File: src/rtl/alu_pipe_param_if.sv
// Operand/result handshake bundle for alu_pipe_param.
// master drives operands and consumes results; slave is the ALU itself.
interface alu_pipe_param_if #(
    parameter int WIDTH = 16
);
    logic             in_valid;
    logic             in_ready;
    logic [WIDTH-1:0] A;
    logic [WIDTH-1:0] B;
    logic [3:0]       ALU_FUN;
    logic             out_valid;
    logic             out_ready;
    logic [WIDTH-1:0] ALU_OUT;
    logic             Arith_flag;
    logic             Logic_flag;
    logic             CMP_flag;
    logic             Shift_flag;
    logic             Carry_flag;
    logic             Div0_flag;
    logic             busy;

    modport master (
        output in_valid, A, B, ALU_FUN, out_ready,
        input  in_ready, out_valid, ALU_OUT, Arith_flag, Logic_flag,
               CMP_flag, Shift_flag, Carry_flag, Div0_flag, busy
    );

    modport slave (
        input  in_valid, A, B, ALU_FUN, out_ready,
        output in_ready, out_valid, ALU_OUT, Arith_flag, Logic_flag,
               CMP_flag, Shift_flag, Carry_flag, Div0_flag, busy
    );
endinterface

File: src/rtl/alu_pipe_param.sv
// Width-generic ALU with valid/ready input, a registered valid/ready result
// stage, carry/borrow/overflow and divide-by-zero reporting, and a
// sequential restoring divider (one quotient bit per cycle).
module alu_pipe_param #(
    parameter int WIDTH = 16,
    parameter int CNT_W = $clog2(WIDTH + 1)
) (
    input logic             clk,
    input logic             rst_n,
    alu_pipe_param_if.slave bus
);
    typedef enum logic [1:0] {IDLE = 2'd0, DIV = 2'd1, DONE = 2'd2} state_t;

    localparam logic [3:0] OP_ADD  = 4'b0000;
    localparam logic [3:0] OP_SUB  = 4'b0001;
    localparam logic [3:0] OP_MUL  = 4'b0010;
    localparam logic [3:0] OP_DIV  = 4'b0011;
    localparam logic [3:0] OP_AND  = 4'b0100;
    localparam logic [3:0] OP_OR   = 4'b0101;
    localparam logic [3:0] OP_NAND = 4'b0110;
    localparam logic [3:0] OP_NOR  = 4'b0111;
    localparam logic [3:0] OP_XOR  = 4'b1000;
    localparam logic [3:0] OP_XNOR = 4'b1001;
    localparam logic [3:0] OP_EQ   = 4'b1010;
    localparam logic [3:0] OP_GT   = 4'b1011;
    localparam logic [3:0] OP_LT   = 4'b1100;
    localparam logic [3:0] OP_SHR  = 4'b1101;
    localparam logic [3:0] OP_SHL  = 4'b1110;

    // Flag vector bit positions: {arith, logic, cmp, shift, carry, div0}
    localparam int F_ARITH = 5;
    localparam int F_LOGIC = 4;
    localparam int F_CMP   = 3;
    localparam int F_SHIFT = 2;
    localparam int F_CARRY = 1;
    localparam int F_DIV0  = 0;

    state_t             state;
    state_t             state_next;
    logic               in_ready;
    logic               accept;
    logic               start_div;

    logic [WIDTH:0]     sum_p0;
    logic [2*WIDTH-1:0] prod_p0;
    logic [WIDTH-1:0]   res_p0;
    logic [5:0]         flags_p0;

    logic [CNT_W-1:0]   cnt_p0;
    logic [WIDTH-1:0]   rem_p0;
    logic [WIDTH-1:0]   quo_p0;
    logic [WIDTH-1:0]   den_p0;

    logic [WIDTH-1:0]   res_p1;
    logic [5:0]         flags_p1;
    logic               vld_p1;

    // One restoring step: shift the next dividend bit into the remainder,
    // keep the trial difference when it does not underflow, and record the
    // outcome as the new quotient LSB. The shifted remainder needs WIDTH+1
    // bits, but the kept difference is always below the divisor.
    function automatic logic [2*WIDTH-1:0] div_step(input logic [WIDTH-1:0] rem,
                                                    input logic [WIDTH-1:0] quo,
                                                    input logic [WIDTH-1:0] den);
        logic [WIDTH:0]   shifted;
        logic [WIDTH-1:0] trial;
        shifted = {rem, quo[WIDTH-1]};
        trial   = shifted[WIDTH-1:0] - den;
        if (shifted >= {1'b0, den}) begin
            return {trial, quo[WIDTH-2:0], 1'b1};
        end
        return {shifted[WIDTH-1:0], quo[WIDTH-2:0], 1'b0};
    endfunction

    // New work is taken only when idle and the result slot is free or draining,
    // so a divider result can never land on an unconsumed one.
    assign in_ready       = (state == IDLE) && (!vld_p1 || bus.out_ready);
    assign accept         = bus.in_valid && in_ready;
    assign start_div      = accept && (bus.ALU_FUN == OP_DIV) && (bus.B != '0);

    assign bus.in_ready   = in_ready;
    assign bus.busy       = (state == DIV);
    assign bus.out_valid  = vld_p1;
    assign bus.ALU_OUT    = res_p1;
    assign bus.Arith_flag = flags_p1[F_ARITH];
    assign bus.Logic_flag = flags_p1[F_LOGIC];
    assign bus.CMP_flag   = flags_p1[F_CMP];
    assign bus.Shift_flag = flags_p1[F_SHIFT];
    assign bus.Carry_flag = flags_p1[F_CARRY];
    assign bus.Div0_flag  = flags_p1[F_DIV0];

    // --- stage p0: single-cycle result and flags from the live operands ---
    always_comb begin
        sum_p0   = {1'b0, bus.A} + {1'b0, bus.B};
        prod_p0  = {{WIDTH{1'b0}}, bus.A} * {{WIDTH{1'b0}}, bus.B};
        res_p0   = '0;
        flags_p0 = '0;
        case (bus.ALU_FUN)
            OP_ADD: begin
                res_p0            = sum_p0[WIDTH-1:0];
                flags_p0[F_ARITH] = 1'b1;
                flags_p0[F_CARRY] = sum_p0[WIDTH];
            end
            OP_SUB: begin
                res_p0            = bus.A - bus.B;
                flags_p0[F_ARITH] = 1'b1;
                flags_p0[F_CARRY] = (bus.A < bus.B);
            end
            OP_MUL: begin
                res_p0            = prod_p0[WIDTH-1:0];
                flags_p0[F_ARITH] = 1'b1;
                flags_p0[F_CARRY] = |prod_p0[2*WIDTH-1:WIDTH];
            end
            OP_DIV: begin
                // Only consumed when B is zero; nonzero B goes to the divider.
                res_p0            = '1;
                flags_p0[F_ARITH] = 1'b1;
                flags_p0[F_DIV0]  = 1'b1;
            end
            OP_AND:  begin res_p0 = bus.A & bus.B;    flags_p0[F_LOGIC] = 1'b1; end
            OP_OR:   begin res_p0 = bus.A | bus.B;    flags_p0[F_LOGIC] = 1'b1; end
            OP_NAND: begin res_p0 = ~(bus.A & bus.B); flags_p0[F_LOGIC] = 1'b1; end
            OP_NOR:  begin res_p0 = ~(bus.A | bus.B); flags_p0[F_LOGIC] = 1'b1; end
            OP_XOR:  begin res_p0 = bus.A ^ bus.B;    flags_p0[F_LOGIC] = 1'b1; end
            OP_XNOR: begin res_p0 = ~(bus.A ^ bus.B); flags_p0[F_LOGIC] = 1'b1; end
            OP_EQ: begin
                res_p0          = (bus.A == bus.B) ? WIDTH'(1) : '0;
                flags_p0[F_CMP] = 1'b1;
            end
            OP_GT: begin
                res_p0          = (bus.A > bus.B) ? WIDTH'(2) : '0;
                flags_p0[F_CMP] = 1'b1;
            end
            OP_LT: begin
                res_p0          = (bus.A < bus.B) ? WIDTH'(3) : '0;
                flags_p0[F_CMP] = 1'b1;
            end
            OP_SHR: begin res_p0 = bus.A >> 1; flags_p0[F_SHIFT] = 1'b1; end
            OP_SHL: begin res_p0 = bus.A << 1; flags_p0[F_SHIFT] = 1'b1; end
            default: begin
                // NOP opcode: zero result, no flags, still reported as valid.
                res_p0   = '0;
                flags_p0 = '0;
            end
        endcase
    end

    // Divider FSM state register.
    always_ff @(posedge clk or negedge rst_n) begin
        if (!rst_n) state <= IDLE;
        else        state <= state_next;
    end

    // Divider FSM next state: iterate until the counter is exhausted, then
    // spend one cycle publishing the quotient.
    always_comb begin
        state_next = state;
        case (state)
            IDLE:    if (start_div) state_next = DIV;
            DIV:     if (cnt_p0 == '0) state_next = DONE;
            DONE:    state_next = IDLE;
            default: state_next = IDLE;
        endcase
    end

    // Iteration counter: loaded with WIDTH on start, one decrement per step.
    always_ff @(posedge clk or negedge rst_n) begin
        if (!rst_n) begin
            cnt_p0 <= '0;
        end else if (start_div) begin
            cnt_p0 <= CNT_W'(WIDTH);
        end else if ((state == DIV) && (cnt_p0 != '0)) begin
            cnt_p0 <= cnt_p0 - CNT_W'(1);
        end
    end

    // Divider datapath: latch operands on start, then one restoring step per cycle.
    always_ff @(posedge clk) begin
        if (start_div) begin
            rem_p0 <= '0;
            quo_p0 <= bus.A;
            den_p0 <= bus.B;
        end else if ((state == DIV) && (cnt_p0 != '0)) begin
            {rem_p0, quo_p0} <= div_step(rem_p0, quo_p0, den_p0);
        end
    end

    // --- stage p1: result register, held while downstream stalls ---
    always_ff @(posedge clk or negedge rst_n) begin
        if (!rst_n) begin
            vld_p1   <= 1'b0;
            res_p1   <= '0;
            flags_p1 <= '0;
        end else if (state == DONE) begin
            vld_p1   <= 1'b1;
            res_p1   <= quo_p0;
            flags_p1 <= 6'b100000;
        end else if (accept && !start_div) begin
            vld_p1   <= 1'b1;
            res_p1   <= res_p0;
            flags_p1 <= flags_p0;
        end else if (bus.out_ready) begin
            vld_p1   <= 1'b0;
        end
    end
endmodule
File: src/flat_wrapper.sv
// flat-port wrapper written by rule: the top's interface ports become plain ports
module alu_pipe_param_flat 
#(
    parameter int WIDTH = 16,
    parameter int CNT_W = $clog2(WIDTH + 1)
)
  (clk, rst_n, bus_in_valid, bus_A, bus_B, bus_ALU_FUN, bus_out_ready, bus_in_ready, bus_out_valid, bus_ALU_OUT, bus_Arith_flag, bus_Logic_flag, bus_CMP_flag, bus_Shift_flag, bus_Carry_flag, bus_Div0_flag, bus_busy);
  alu_pipe_param_if #(.WIDTH(WIDTH)) bus_i ();
  input logic clk;
  input logic rst_n;
  input wire logic [$bits(bus_i.in_valid)-1:0] bus_in_valid;
  input wire logic [$bits(bus_i.A)-1:0] bus_A;
  input wire logic [$bits(bus_i.B)-1:0] bus_B;
  input wire logic [$bits(bus_i.ALU_FUN)-1:0] bus_ALU_FUN;
  input wire logic [$bits(bus_i.out_ready)-1:0] bus_out_ready;
  output wire logic [$bits(bus_i.in_ready)-1:0] bus_in_ready;
  output wire logic [$bits(bus_i.out_valid)-1:0] bus_out_valid;
  output wire logic [$bits(bus_i.ALU_OUT)-1:0] bus_ALU_OUT;
  output wire logic [$bits(bus_i.Arith_flag)-1:0] bus_Arith_flag;
  output wire logic [$bits(bus_i.Logic_flag)-1:0] bus_Logic_flag;
  output wire logic [$bits(bus_i.CMP_flag)-1:0] bus_CMP_flag;
  output wire logic [$bits(bus_i.Shift_flag)-1:0] bus_Shift_flag;
  output wire logic [$bits(bus_i.Carry_flag)-1:0] bus_Carry_flag;
  output wire logic [$bits(bus_i.Div0_flag)-1:0] bus_Div0_flag;
  output wire logic [$bits(bus_i.busy)-1:0] bus_busy;
  assign bus_i.in_valid = bus_in_valid;
  assign bus_i.A = bus_A;
  assign bus_i.B = bus_B;
  assign bus_i.ALU_FUN = bus_ALU_FUN;
  assign bus_i.out_ready = bus_out_ready;
  assign bus_in_ready = bus_i.in_ready;
  assign bus_out_valid = bus_i.out_valid;
  assign bus_ALU_OUT = bus_i.ALU_OUT;
  assign bus_Arith_flag = bus_i.Arith_flag;
  assign bus_Logic_flag = bus_i.Logic_flag;
  assign bus_CMP_flag = bus_i.CMP_flag;
  assign bus_Shift_flag = bus_i.Shift_flag;
  assign bus_Carry_flag = bus_i.Carry_flag;
  assign bus_Div0_flag = bus_i.Div0_flag;
  assign bus_busy = bus_i.busy;
  alu_pipe_param #(.WIDTH(WIDTH), .CNT_W(CNT_W)) u_core (.clk(clk), .rst_n(rst_n), .bus(bus_i));
endmodule
File: config.mk
export PLATFORM = sky130hd
export DESIGN_NAME = alu_pipe_param_flat
export DESIGN_NICKNAME = d
export VERILOG_FILES = /design/src/rtl/alu_pipe_param_if.sv /design/src/rtl/alu_pipe_param.sv /design/src/flat_wrapper.sv
export SDC_FILE = /design/constraint.sdc
export NUM_CORES = 1
export LEC_CHECK = 0
export ABC_CLOCK_PERIOD_IN_PS = 2600
export BUFFER_PORTS_ARGS = -buffer_cell sky130_fd_sc_hd__buf_2
export CORE_UTILIZATION = 43
export CTS_CLUSTER_DIAMETER = 80
export DETAILED_ROUTE_END_ITERATION = 8
export PLACE_DENSITY = 0.69
export SKIP_LAST_GASP = 1
export SLEW_MARGIN = 20
export SYNTH_ARGS = -nofsm -noshare
export SYNTH_HDL_FRONTEND = slang
export SYNTH_SLANG_ARGS = --single-unit
File: constraint.sdc
create_clock -name clk -period 2.6 [get_ports clk]
set_input_delay 0.26 -clock clk [delete_from_list [all_inputs] [get_ports clk]]
set_output_delay 0.26 -clock clk [all_outputs]
set_load 0.03 [all_outputs]
==> impl_results.md <==
- Mux cell area share after synthesis: 0.00672
- Worst Reg-to-Reg Cells: 11
- Skew-Pair Late Insertion Delay: 0.36 ns
- CP peak stage delay: 0.54 ns
- Drc violations: 0
- WHS: -0.00373 ns
- Count leader, synth: inv_1
- DRT iter0 DRCs: 1494
- Cell Chain, Critical Path: buf_4, buf_6, clkinv_4, buf_4, nor2_2, fa_1, inv_1, fa_1, fa_1, fa_1, inv_1, fa_1, ha_1, ha_1, a21oi_2, o21ba_4, nor2_1, or3_1, nor4_2, o2111ai_1, or4_4, nor4_4, nor2_1
- WL final: 58700 um
- Ys Warns: 0
- Worst endpoint required time: 2.86 ns
- Final min period: 5.81 ns
- DR WL/cell: 21.2 um
- CP delay by family, top: adder cells
- Slew Limit Fails: 0
- Worst hold path class: input port to async pin
- GPL Wtd Cong: 0.969
- Synthesized Nets: 2312
- Met2 Usage GRT: 0.546
- F_max: 172 MHz
- Worst setup startpoint: bus_B[7]
- CP dominant cell by count: fa_1
- RSZ-0062 raised after global routing: true
- Total global routing overflow: 0
- First-pass GRT wire length: 91500 um
- Clock buffer depth: 2
- Final Util: 0.602
- Number of flops mapped to enable cells by yosys: 32
- Compound-Gate Fraction of Synth Area: 0.170
- Clock root cell: clkbuf_16
- Mapped Cells: 1905
- Worst setup SP type: input port
- Clock slew at the register clock pins of the worst setup and hold paths: 0.09 ns
- Number of H-tree levels: 3
- Worst Path Buf+Inv: 6
- Count of state elements after synthesis: 78
- Post-synthesis xor/xnor area fraction: 0.0345
- Top post-synthesis cells by count: inv_1, nor2_1, nand2_1
- Synth top area cells: fa_1, ha_1, inv_1
- Cell depth of the worst setup path: 23
- Die height: 192 um
- Placed cells: 2705
- Antenna Nets Post-Route: 0
- Total track usage: 0.328
- Core area: 35500 um^2
- Status: complete, but fails checks
- Die width: 192 um
- Largest net degree at the start of global routing: 31
- Placed wire-length estimate: 47600 um
- Share of the synthesized area in the top cell type: 0.255
- Leading area contributor after synthesis: fa_1
- # hold bufs at CTS: 0
- Main combinational cell family by area after synthesis: adder cells
- Critical path type: input port to register
- PnR worst setup slack: -3.21 ns
- Num rows: 69
- Async SR Flop Fraction: 0.385
- I/O Buffers: 64
- Reg2Reg Setup Slack: 0.13 ns
- Vias in the first global route: 16.4k
- TritonCTS clock tree: yes
- Sequential share of the synthesized area: 0.131
- FF-to-FF End: u_core.rem_p0[11]$_SDFFE_PP0P_
- Synth Area in Adders: 0.393
- Setup crit end: u_core.flags_p1[1]$_DFFE_PN0P_
- Synth Cell Area: 15500 um^2
- Crit end category: register
- Slowest CP cell: fa_1
- Clock buffer count from CTS: 9
- Clock sinks: 78
- Final setup vio count: 16
- Area grow syn2layout: 38.2%
- Top_reg_cell synth: edfxtp_1
- Total number of vias: 15.7k
- Final worst path period share: 2.24
- Clock skew: 0.0186 ns
- Non-Filler Instances: 2767
- GR Util met3: 0.0440
- Post-DR vias/cell: 5.69
- Rel. slew slack: 0.426
- Total Die Area: 36700 um^2
- CP max FO: 6
- Crit path DAT: 6.07 ns
- Yosys cell types: 77
- Initial core utilization: 0.436
- Mean Syn Cell Area: 8.12 um^2
- Failing checks: hold timing, setup timing
- Nets: 2707
- FF-to-FF Start: u_core.den_p0[1]$_DFFE_PP_
- Fin. Hold Viols: 9
- GR met1 Demand/Resource: 0.420
- Max-cap violations: 0
- Iteration count of the initial detailed-routing pass: 6
- Synth Area in Simple Gates: 0.167
- Top Usage Layer GRT: met2
- Worst-Margin Slew: 0.858 ns
- I/O pin cnt: 65
- Initial antenna violation count: 1
- Share of cells above drive strength 1: 0.322
## layout by cell type (no fill, tap or decap), types with 29 or more instances in the layout
master    instances
a21oi_1          83
buf_2            35
buf_4           379
buf_6            45
dfrtp_1          30
edfxtp_1         32
fa_1            182
ha_1            122
ha_4             42
inv_1           245
nand2_1         214
nor2_1          191
o21ai_0          72
xnor2_1          29
## routing by layer
metal,vias to the layer above,part of all wire
met3,155,0.071
met5,-,0
met2,672,0.48
met1,7791,0.40
li1,7128,-
met4,0,0.052
## state kept, by name, indices dropped and copies added, names as in the netlist
name,flops
u_core.bus.ALU_OUT,16
u_core.den_p0,16
u_core.quo_p0,16
u_core.rem_p0,16
u_core.flags_p1,6
u_core.cnt_p0,5
u_core.state,2
u_core.bus.out_valid,1
## how the worst min path moves through the flow
stage / to / depth (start not counted) / slack (ns) / from
2_1_floorplan: u_core.bus.ALU_OUT[0]$_DFFE_PN0P_ / 0 / -0.04 / rst_n
3_3_place_gp: u_core.cnt_p0[3]$_DFFE_PN0P_ / 1 / 0.38 / rst_n
3_5_place_dp: u_core.cnt_p0[2]$_DFFE_PN0P_ / 1 / 0.39 / rst_n
4_1_cts: u_core.bus.ALU_OUT[12]$_DFFE_PN0P_ / 1 / 0.005 / rst_n
5_1_grt: u_core.cnt_p0[2]$_DFFE_PN0P_ / 1 / 0.04 / rst_n
6_report: u_core.bus.ALU_OUT[12]$_DFFE_PN0P_ / 1 / -0.004 / rst_n
## cell families after synthesis
family,count (synthesis)
AND/OR/NAND/NOR,593
flip-flops,78
multiplexers,10
buffers and inverters,401
AO/OA/AOI/OAI,395
XOR/XNOR,61
adder cells (fa/ha/maj),367
## repair_timing
item	CTS	global route
endpoints found under the hold margin	0	0
pin swaps	107	125
buffers inserted	43	15
gates cloned	1	0
resized for setup	247	111
setup endpoints to repair	17	32
## worst register-to-register path, cell delays in order, from the launching register on
cell      delay, ns
edfxtp_1       0.35
inv_1          0.05
ha_1           0.32
nor2b_1        0.15
o211ai_1       0.16
a21boi_1       0.14
o211ai_1       0.23
nand4_1        0.20
a31oi_4        0.24
buf_4          0.20
mux2i_1        0.20
o21ai_0        0.10
## stage by stage
step	hold slack, ns	area (um^2)	TNS (ns)	setup slack, ns
after floorplan	-0.0356	16000	-24.71	-3.38
after global placement	0.380	19200	-40.28	-3.84
after detailed placement	0.394	19200	-41.32	-3.96
after CTS	0.00450	20900	-29.12	-3.21
after global routing	0.0366	21400	-30.98	-3.39
final	-0.00373	21400	-29.18	-3.21
## area by class of cell
type	count	area [um^2]
timing repair buffer	484	3990
multi-input combinational	1426	13200
tap	461	577
fill	3023	14100
antenna	1	2.50
clock inverter	7	80.1
sequential	78	2030
clock buffer	9	225
inverter	301	1260
Power is not shown: default switching activity piles up to over one toggle a cycle in this logic, so the estimate is an artifact.
